==> src/rtl/dmem_req_pkg.sv <==
// Shared definitions for the data-memory request stage: memop bit positions,
// access size encodings and the request FSM state encoding.
package dmem_req_pkg;

  localparam int DMEM_MMOP_W = 12;

  localparam int MOP_LB  = 0;
  localparam int MOP_LBU = 1;
  localparam int MOP_LH  = 2;
  localparam int MOP_LHU = 3;
  localparam int MOP_LW  = 4;
  localparam int MOP_SB  = 5;
  localparam int MOP_SH  = 6;
  localparam int MOP_SW  = 7;
  localparam int MOP_LWL = 8;
  localparam int MOP_LWR = 9;
  localparam int MOP_SWL = 10;
  localparam int MOP_SWR = 11;

  localparam logic [1:0] SIZE_BYTE = 2'd0;
  localparam logic [1:0] SIZE_HALF = 2'd1;
  localparam logic [1:0] SIZE_WORD = 2'd2;

  typedef enum logic [2:0] {
    ST_IDLE    = 3'd0,
    ST_ADDR    = 3'd1,
    ST_DATA    = 3'd2,
    ST_HOLD    = 3'd3,
    ST_DISCARD = 3'd4
  } dmem_state_e;

endpackage

==> src/rtl/dmem_store_align.sv <==
// Combinational translation of memop + low address bits + store data into
// bus access size, byte strobes and lane-aligned write data.
module dmem_store_align
  import dmem_req_pkg::*;
(
  input  logic [DMEM_MMOP_W-1:0] memop,
  input  logic [1:0]             addr_low,
  input  logic [31:0]            rt,
  output logic                   wr,
  output logic [1:0]             size,
  output logic                   word_align,
  output logic [3:0]             wstrb,
  output logic [31:0]            wdata
);

  logic [3:0] byte_strb;

  genvar gi;
  generate
    for (gi = 0; gi < 4; gi++) begin : g_byte_strb
      assign byte_strb[gi] = (addr_low == 2'(gi));
    end
  endgenerate

  always_comb begin
    wr         = memop[MOP_SB] | memop[MOP_SH] | memop[MOP_SW] |
                 memop[MOP_SWL] | memop[MOP_SWR];
    word_align = memop[MOP_LWL] | memop[MOP_LWR] | memop[MOP_SWL] | memop[MOP_SWR];
    size       = SIZE_WORD;
    wstrb      = 4'b0000;
    wdata      = 32'h0;
    if (memop[MOP_LB] | memop[MOP_LBU] | memop[MOP_SB]) begin
      size = SIZE_BYTE;
    end else if (memop[MOP_LH] | memop[MOP_LHU] | memop[MOP_SH]) begin
      size = SIZE_HALF;
    end
    // Unaligned-word stores: swl fills the low lanes, swr the high lanes
    if (memop[MOP_SB]) begin
      wstrb = byte_strb;
      wdata = {4{rt[7:0]}};
    end else if (memop[MOP_SH]) begin
      wstrb = addr_low[1] ? 4'b1100 : 4'b0011;
      wdata = {2{rt[15:0]}};
    end else if (memop[MOP_SW]) begin
      wstrb = 4'b1111;
      wdata = rt;
    end else if (memop[MOP_SWL]) begin
      wstrb = 4'b1111 >> ~addr_low;
      wdata = rt >> {~addr_low, 3'b000};
    end else if (memop[MOP_SWR]) begin
      wstrb = 4'b1111 << addr_low;
      wdata = rt << {addr_low, 3'b000};
    end
  end

endmodule

==> src/rtl/dmem_req.sv <==
// Data-memory request stage: drives the SRAM-like request bus, buffers a
// response caught during a stall. DMEM_EXC_EN enables misalignment exceptions.
module dmem_req
  import dmem_req_pkg::*;
#(
  parameter int MMOP_W = DMEM_MMOP_W,
  parameter int ADDR_W = 32
) (
  input  logic              clk,
  input  logic              rst,
  input  logic              ex_valid_i,
  input  logic [MMOP_W-1:0] ex_memop_i,
  input  logic [ADDR_W-1:0] ex_addr_i,
  input  logic [31:0]       ex_storedata_i,
  input  logic              pipe_stall_i,
  input  logic              pipe_flush_i,
  output logic              data_req_o,
  output logic              data_wr_o,
  output logic [1:0]        data_size_o,
  output logic [ADDR_W-1:0] data_addr_o,
  output logic [3:0]        data_wstrb_o,
  output logic [31:0]       data_wdata_o,
  input  logic              data_addr_ok_i,
  input  logic              data_data_ok_i,
  input  logic [31:0]       data_rdata_i,
  output logic [31:0]       mem_memdata_o,
  output logic [1:0]        mem_memaddr_low_o,
  output logic              dmem_stallreq_o,
  output logic              adel_o,
  output logic              ades_o,
  output logic [ADDR_W-1:0] badvaddr_o
);

  dmem_state_e state_reg, state_next;

  logic              al_wr, al_word_align;
  logic [1:0]        al_size;
  logic [3:0]        al_wstrb;
  logic [31:0]       al_wdata;
  logic [ADDR_W-1:0] al_addr;

  logic              wr_reg;
  logic [1:0]        size_reg;
  logic [ADDR_W-1:0] addr_reg;
  logic [3:0]        wstrb_reg;
  logic [31:0]       wdata_reg;
  logic [31:0]       buf_reg;
  logic              buf_valid_reg;
  logic [1:0]        addr_low_reg;
  logic              addr_err, start, in_addr;

  dmem_store_align u_align (
    .memop      (ex_memop_i),
    .addr_low   (ex_addr_i[1:0]),
    .rt         (ex_storedata_i),
    .wr         (al_wr),
    .size       (al_size),
    .word_align (al_word_align),
    .wstrb      (al_wstrb),
    .wdata      (al_wdata)
  );

  assign al_addr = al_word_align ? {ex_addr_i[ADDR_W-1:2], 2'b00} : ex_addr_i;

`ifdef DMEM_EXC_EN
  logic              misaligned, adel_reg, ades_reg;
  logic [ADDR_W-1:0] badvaddr_reg;

  assign misaligned = ((ex_memop_i[MOP_LH] | ex_memop_i[MOP_LHU] | ex_memop_i[MOP_SH]) & ex_addr_i[0]) |
                      ((ex_memop_i[MOP_LW] | ex_memop_i[MOP_SW]) & (ex_addr_i[1:0] != 2'b00));
  assign addr_err   = ex_valid_i & misaligned;

  always_ff @(posedge clk) begin
    if (rst) begin
      adel_reg     <= 1'b0;
      ades_reg     <= 1'b0;
      badvaddr_reg <= '0;
    end else if (!pipe_stall_i) begin
      adel_reg     <= addr_err & ~al_wr & ~pipe_flush_i;
      ades_reg     <= addr_err & al_wr & ~pipe_flush_i;
      badvaddr_reg <= (addr_err & ~pipe_flush_i) ? ex_addr_i : '0;
    end
  end

  assign adel_o     = adel_reg;
  assign ades_o     = ades_reg;
  assign badvaddr_o = badvaddr_reg;
`else
  assign addr_err   = 1'b0;
  assign adel_o     = 1'b0;
  assign ades_o     = 1'b0;
  assign badvaddr_o = '0;
`endif

  assign start   = ~rst & ex_valid_i & (|ex_memop_i) & ~pipe_flush_i & ~addr_err;
  assign in_addr = (state_reg == ST_ADDR);

  always_ff @(posedge clk) begin
    if (rst) state_reg <= ST_IDLE;
    else     state_reg <= state_next;
  end

  always_comb begin
    state_next = state_reg;
    case (state_reg)
      ST_IDLE: if (start) state_next = data_addr_ok_i ? ST_DATA : ST_ADDR;
      // An accepted address always yields a response, so it must be drained
      ST_ADDR: begin
        if (pipe_flush_i)        state_next = data_addr_ok_i ? ST_DISCARD : ST_IDLE;
        else if (data_addr_ok_i) state_next = ST_DATA;
      end
      ST_DATA: begin
        if (data_data_ok_i)    state_next = (pipe_flush_i || !pipe_stall_i) ? ST_IDLE : ST_HOLD;
        else if (pipe_flush_i) state_next = ST_DISCARD;
      end
      ST_HOLD:    if (pipe_flush_i || !pipe_stall_i) state_next = ST_IDLE;
      ST_DISCARD: if (data_data_ok_i) state_next = ST_IDLE;
      default:    state_next = ST_IDLE;
    endcase
  end

  always_comb begin
    data_req_o      = 1'b0;
    dmem_stallreq_o = 1'b0;
    case (state_reg)
      ST_IDLE: begin
        data_req_o      = start;
        dmem_stallreq_o = start;
      end
      ST_ADDR: begin
        data_req_o      = 1'b1;
        dmem_stallreq_o = 1'b1;
      end
      ST_DATA:    dmem_stallreq_o = ~data_data_ok_i;
      ST_DISCARD: dmem_stallreq_o = 1'b1;
      default:    ;
    endcase
  end

  assign data_wr_o    = in_addr ? wr_reg    : al_wr;
  assign data_size_o  = in_addr ? size_reg  : al_size;
  assign data_addr_o  = in_addr ? addr_reg  : al_addr;
  assign data_wstrb_o = in_addr ? wstrb_reg : al_wstrb;
  assign data_wdata_o = in_addr ? wdata_reg : al_wdata;

  always_ff @(posedge clk) begin
    if (rst) begin
      wr_reg    <= 1'b0;
      size_reg  <= SIZE_BYTE;
      addr_reg  <= '0;
      wstrb_reg <= 4'b0000;
      wdata_reg <= 32'h0;
    end else if (state_reg == ST_IDLE && start) begin
      wr_reg    <= al_wr;
      size_reg  <= al_size;
      addr_reg  <= al_addr;
      wstrb_reg <= al_wstrb;
      wdata_reg <= al_wdata;
    end
  end

  // Buffer stays valid for the cycle after the stage advances so mem can take it
  always_ff @(posedge clk) begin
    if (rst) begin
      buf_reg       <= 32'h0;
      buf_valid_reg <= 1'b0;
    end else if (state_reg == ST_DATA && data_data_ok_i && !pipe_flush_i) begin
      buf_reg       <= data_rdata_i;
      buf_valid_reg <= 1'b1;
    end else if (pipe_flush_i || (state_reg != ST_HOLD && !pipe_stall_i)) begin
      buf_reg       <= 32'h0;
      buf_valid_reg <= 1'b0;
    end
  end

  always_ff @(posedge clk) begin
    if (rst)               addr_low_reg <= 2'b00;
    else if (!pipe_stall_i) addr_low_reg <= ex_addr_i[1:0];
  end

  assign mem_memaddr_low_o = addr_low_reg;
  assign mem_memdata_o     = buf_valid_reg ? buf_reg :
                             ((state_reg == ST_DATA && data_data_ok_i && !pipe_flush_i) ? data_rdata_i : 32'h0);

endmodule

==> config.mk <==
export PLATFORM = sky130hd
export DESIGN_NAME = dmem_req
export DESIGN_NICKNAME = d
export VERILOG_FILES = /design/src/rtl/dmem_req_pkg.sv /design/src/rtl/dmem_store_align.sv /design/src/rtl/dmem_req.sv
export SDC_FILE = /design/constraint.sdc
export NUM_CORES = 1
export LEC_CHECK = 0
export ABC_AREA = 0
export BUFFER_PORTS_ARGS = -buffer_cell sky130_fd_sc_hd__buf_2
export CAP_MARGIN = 5
export CORE_MARGIN = 5
export CORE_UTILIZATION = 50
export DETAILED_ROUTE_END_ITERATION = 12
export PLACE_DENSITY = 0.81
export SLEW_MARGIN = 20
export SYNTH_ARGS = -nofsm -noshare
export SYNTH_HDL_FRONTEND = slang
export SYNTH_SLANG_ARGS = --single-unit
==> constraint.sdc <==
create_clock -name clk -period 2.8 [get_ports clk]
set_input_delay 0 -clock clk [delete_from_list [all_inputs] [get_ports clk]]
set_output_delay 0 -clock clk [all_outputs]
set_load 0.01 [all_outputs]
==> results.txt <==
* Worst skew pair latency: 0.35 ns
- The analysis attributes to net switching a power of about 1.7 mW.
- In the final layout, flip-flops and latches occupy 0.002183 mm^2.
* Area of all placed cells without fillers: ~0.0089 mm^2
- Layout overhead on the synthesized area: 29.08%
* Worst Max-Slew Pin Slew: 0.9809 ns
- TritonCTS built the clock tree.
- Power spread over the standard cell area amounts to 529.6 mW/mm^2.
* Hold Violations, Final: 0
- Worst clock skew: 0.007765 ns
* Register bit total from synthesis: about 110
- Among all stages on the critical path, the largest delay is contributed by sky130_fd_sc_hd__and2_2.
- After synthesis, the mean cell area works out to ~7 um^2.
- Termination of the worst setup path: data_addr_o[30]
* Element type at the critical path start: flop
- Slew Limit Fails: 0
- In this run the count of I/O pins placed on the die edge is 256.
- In the synthesized netlist, the number of instances is between 1000 and 1500.
* Overall overflow remaining after global route: 0
* Clock sink count: ~110
- In this run the post-CTS setup repair buffer count came out at 0.
- Leaving out fill and tap cells, the most frequent cell in the layout is sky130_fd_sc_hd__nand2_1.
* Utilization after layout: 0.6493
- Final worst-path cycle share: 0.8644
- In the synthesized netlist the async set-or-reset flop fraction comes to 0.
* CP dominant cell by count: sky130_fd_sc_hd__nand2_1
- GPL Wtd Cong: approximately 0.90
- Measured in cells, the most critical reg-to-reg path has a length of 5.
* Die Area: 0.01625 mm^2
* Status: complete, no violations
* Critical path start-end classification: flop to primary output
- The synthesized netlist contains 61 unique library cells.
* Number of antenna violations at the first check in global routing: 2
* DR DRC count: 0
* CP Data Required Time: 2.80 ns
- Tracing the worst setup path back leads to its startpoint at state_reg[0].
- Counting along the longest clock path gives a buffer depth of 2.
- Number of cells in the design after placement: 1348
- In this run the worst path has a maximum fanout of 27.
* Finished Layout Cells: 1434
- Setup repair after global routing left no endpoint under its margin.
* Number of flops mapped to enable cells by yosys: 0
- In the final layout, the multi-input gates occupy approximately 0.0042 mm^2.
- After floorplanning, the core was divided into 43 placement rows.
- In the final routed layout, each cell accounts on average for approximately 16 um.
- Post-Route WL: 22920 um
- Fill cells in the final layout number 1223.
- Part of the Yosys area used for sequential elements: 0.3162
* Post-CTS clock slew at the launch and capture registers of the worst setup and hold paths: 0.07 ns
* Floorplan core area: 0.01372 mm^2
* H-tree lvl count: 3
* DRT iter0 DRCs: between 700 and 800
- Entering global routing, the biggest net connects slightly above 80 pins.
* Count of nets left with antenna violations after detail routing: 0
- Max incr delay on CP: between 0.5 and 0.6 ns
- After clock tree synthesis, the repair step resized 0 gates.
* Fraction of layout instances using a drive strength above 1: 0.2540
- Max cap viols: 0
- Detailed-placement wirelength estimate: ~15000 um
* Clock Root Buffer: sky130_fd_sc_hd__clkbuf_16
* Hold Crit Class: input port to flop
* Logic pwr share: 0.348
- For this configuration, the core starts out at a cell density of 0.5031.
* Cells along the critical path: nor2b_1 -> and2_2 -> buf_4 -> nand2_1 -> nand2_1 -> buf_2
- First-pass GRT wire length: 36140 um
* Share of power burned in registers: 0.371
* Switching share of power: 0.3614
- Worst-case hold slack: 0.02366 ns
- The worst register-to-register path has a setup slack of 0.77 ns.
- Share of total power in the clock network: 0.281
- In this run the tightest slew margin relative to its limit is 0.3461.
- The worst path needs around 2.4 ns of the cycle, external delays included.
* Fmax: approximately 0.41 GHz
- Number of nets in the layout: roughly 1400
- IR analysis of the VDD net gives a maximum drop of 352.0 uV.
* Endpoint of the worst-slack reg-to-reg timing path: state_reg[2]
* Summed instance area of the synthesized netlist: 0.006902 mm^2
* CTS Buf Count: 9
- In the synthesized netlist the dominant register cell turns out to be sky130_fd_sc_hd__dfxtp_1.
* Total routing resource utilization after global routing: 0.2716
- The worst setup path is captured at a primary output.
* Total setup violations reported at the end of the flow: 0
* RR Startpoint: state_reg[0]
- Count of hold buffers inserted by post-cts repair: 67
- IO buf count: about 220
- In the routed layout, each cell is associated on average with a via count of about 5.5.
- The cell family contributing the most delay on the critical path is simple AND/OR/NAND/NOR gates.
- Leaving out fill and tap cells, the most frequent cells in the layout are sky130_fd_sc_hd__nand2_1, sky130_fd_sc_hd__buf_2, sky130_fd_sc_hd__a21oi_1, sky130_fd_sc_hd__dfxtp_1, sky130_fd_sc_hd__nor2_1.
- From left edge to right edge, the die measures 127.5 um.
* DRT Pass-1 Iters: 5
* Sum of negative setup slack: 0 ns
- During synthesis, Yosys emitted a total of 0 warnings.
* Detailed-route via count: about 7900
- Data arrival time of the worst path: 2.42 ns
* Vias in the first global route: 7270
* Worst path depth: 6
- Internal power consumption: 3.013 mW
* Critical path buffer and inverter count: 2
- Height of the die: roughly 130 um
* Placed Area: ~0.008 mm^2
* Leakage: 3.882 nW
-- kinds of logic after synthesis --
group | share of synthesized area
buffers and inverters | 0.09463
AOI/OAI and AO/OA | 0.2232
other | 0.0005434
muxes | 0.05837
and+or+nand+nor | 0.3071
DFF | 0.3162
-- per-layer routing --
metal / track usage / share of wire
met1: 0.3454 / 0.39
met2: 0.4444 / 0.47
met3: 0.04431 / 0.095
met4: 0.1382 / 0.045
met5: 0 / 0
-- per-stage QoR --
stage,worst slack [ns],power [mW]
detailed placement,0.7042,3.325
global route,0.1797,4.983
floorplan,1.182,2.785
CTS,0.3961,4.718
finish,0.3798,4.718
global placement,0.7631,3.303
-- worst min-delay path by stage --
| stage | from | end | slack [ns] | cells after the start |
|---|---|---|---|---|
| after global routing | data_data_ok_i | state_reg[2] | 0.02 | 4 |
| after CTS | data_data_ok_i | state_reg[2] | 0.007 | 4 |
| after global placement | ex_addr_i[27] | addr_reg[27] | 0.25 | 3 |
| final | data_data_ok_i | state_reg[2] | 0.02 | 4 |
| after floorplan | ex_addr_i[10] | data_addr_o[10] | 0.12 | 2 |
| after detailed placement | ex_addr_i[26] | addr_reg[26] | 0.26 | 3 |
-- power by group through the flow --
stage / Sequential [mW] / Clock (mW) / Combinational, mW
after floorplan: 1.74 / 0 / 1.04
after global placement: 1.78 / 0 / 1.52
after detailed placement: 1.79 / 0 / 1.54
after CTS: 1.75 / 1.35 / 1.61
after global routing: 1.77 / 1.41 / 1.80
final: 1.75 / 1.33 / 1.64
-- cell usage after synthesis (all sizes together), types with 2 or more instances --
master	count	area, um^2
a22o	5	43.79
mux4	2	45.04
a21oi	108	540.5
or4b	8	80.08
nand2b	7	43.79
mux2	30	337.8
a211oi	13	157.6
clkbuf	43	161.4
a221o	5	50.05
nor2	72	272.8
a2bb2oi	2	17.52
and3	2	12.51
mux2i	2	20.02
a22oi	22	165.2
nor4	4	40.04
o311ai	2	17.52
and3b	2	17.52
inv	8	30.03
buf	71	461.7
dfxtp	109	2182
and2	6	37.54
nor3	9	55.05
nand3	12	60.06
o31ai	5	37.54
o21ai	49	245.2
a311oi	3	32.53
nor3b	2	26.28
a31oi	16	100.1
or2	2	12.51
a32oi	4	35.03
nand2	365	1370
nor2b	6	37.54
-- layout make-up --
| cell class | instances | area share |
|---|---|---|
| repair buffers | 304 | 0.2197 |
| clock buffers | 10 | 0.02570 |
| flip-flops and latches | 109 | 0.2451 |
| clock inverters | 6 | 0.008427 |
| well taps | 180 | 0.02528 |
| diodes | 2 | 0.0005618 |
| multi-input cells | 815 | 0.4719 |
| inverters | 8 | 0.003371 |
-- worst min-delay path: stages --
cell	delay [ns]
sky130_fd_sc_hd__buf_2	0.08
sky130_fd_sc_hd__nor2_1	0.06
sky130_fd_sc_hd__nand3b_1	0.12
sky130_fd_sc_hd__a21oi_1	0.07
No activity file was read; power rests on OpenSTA's default activity.
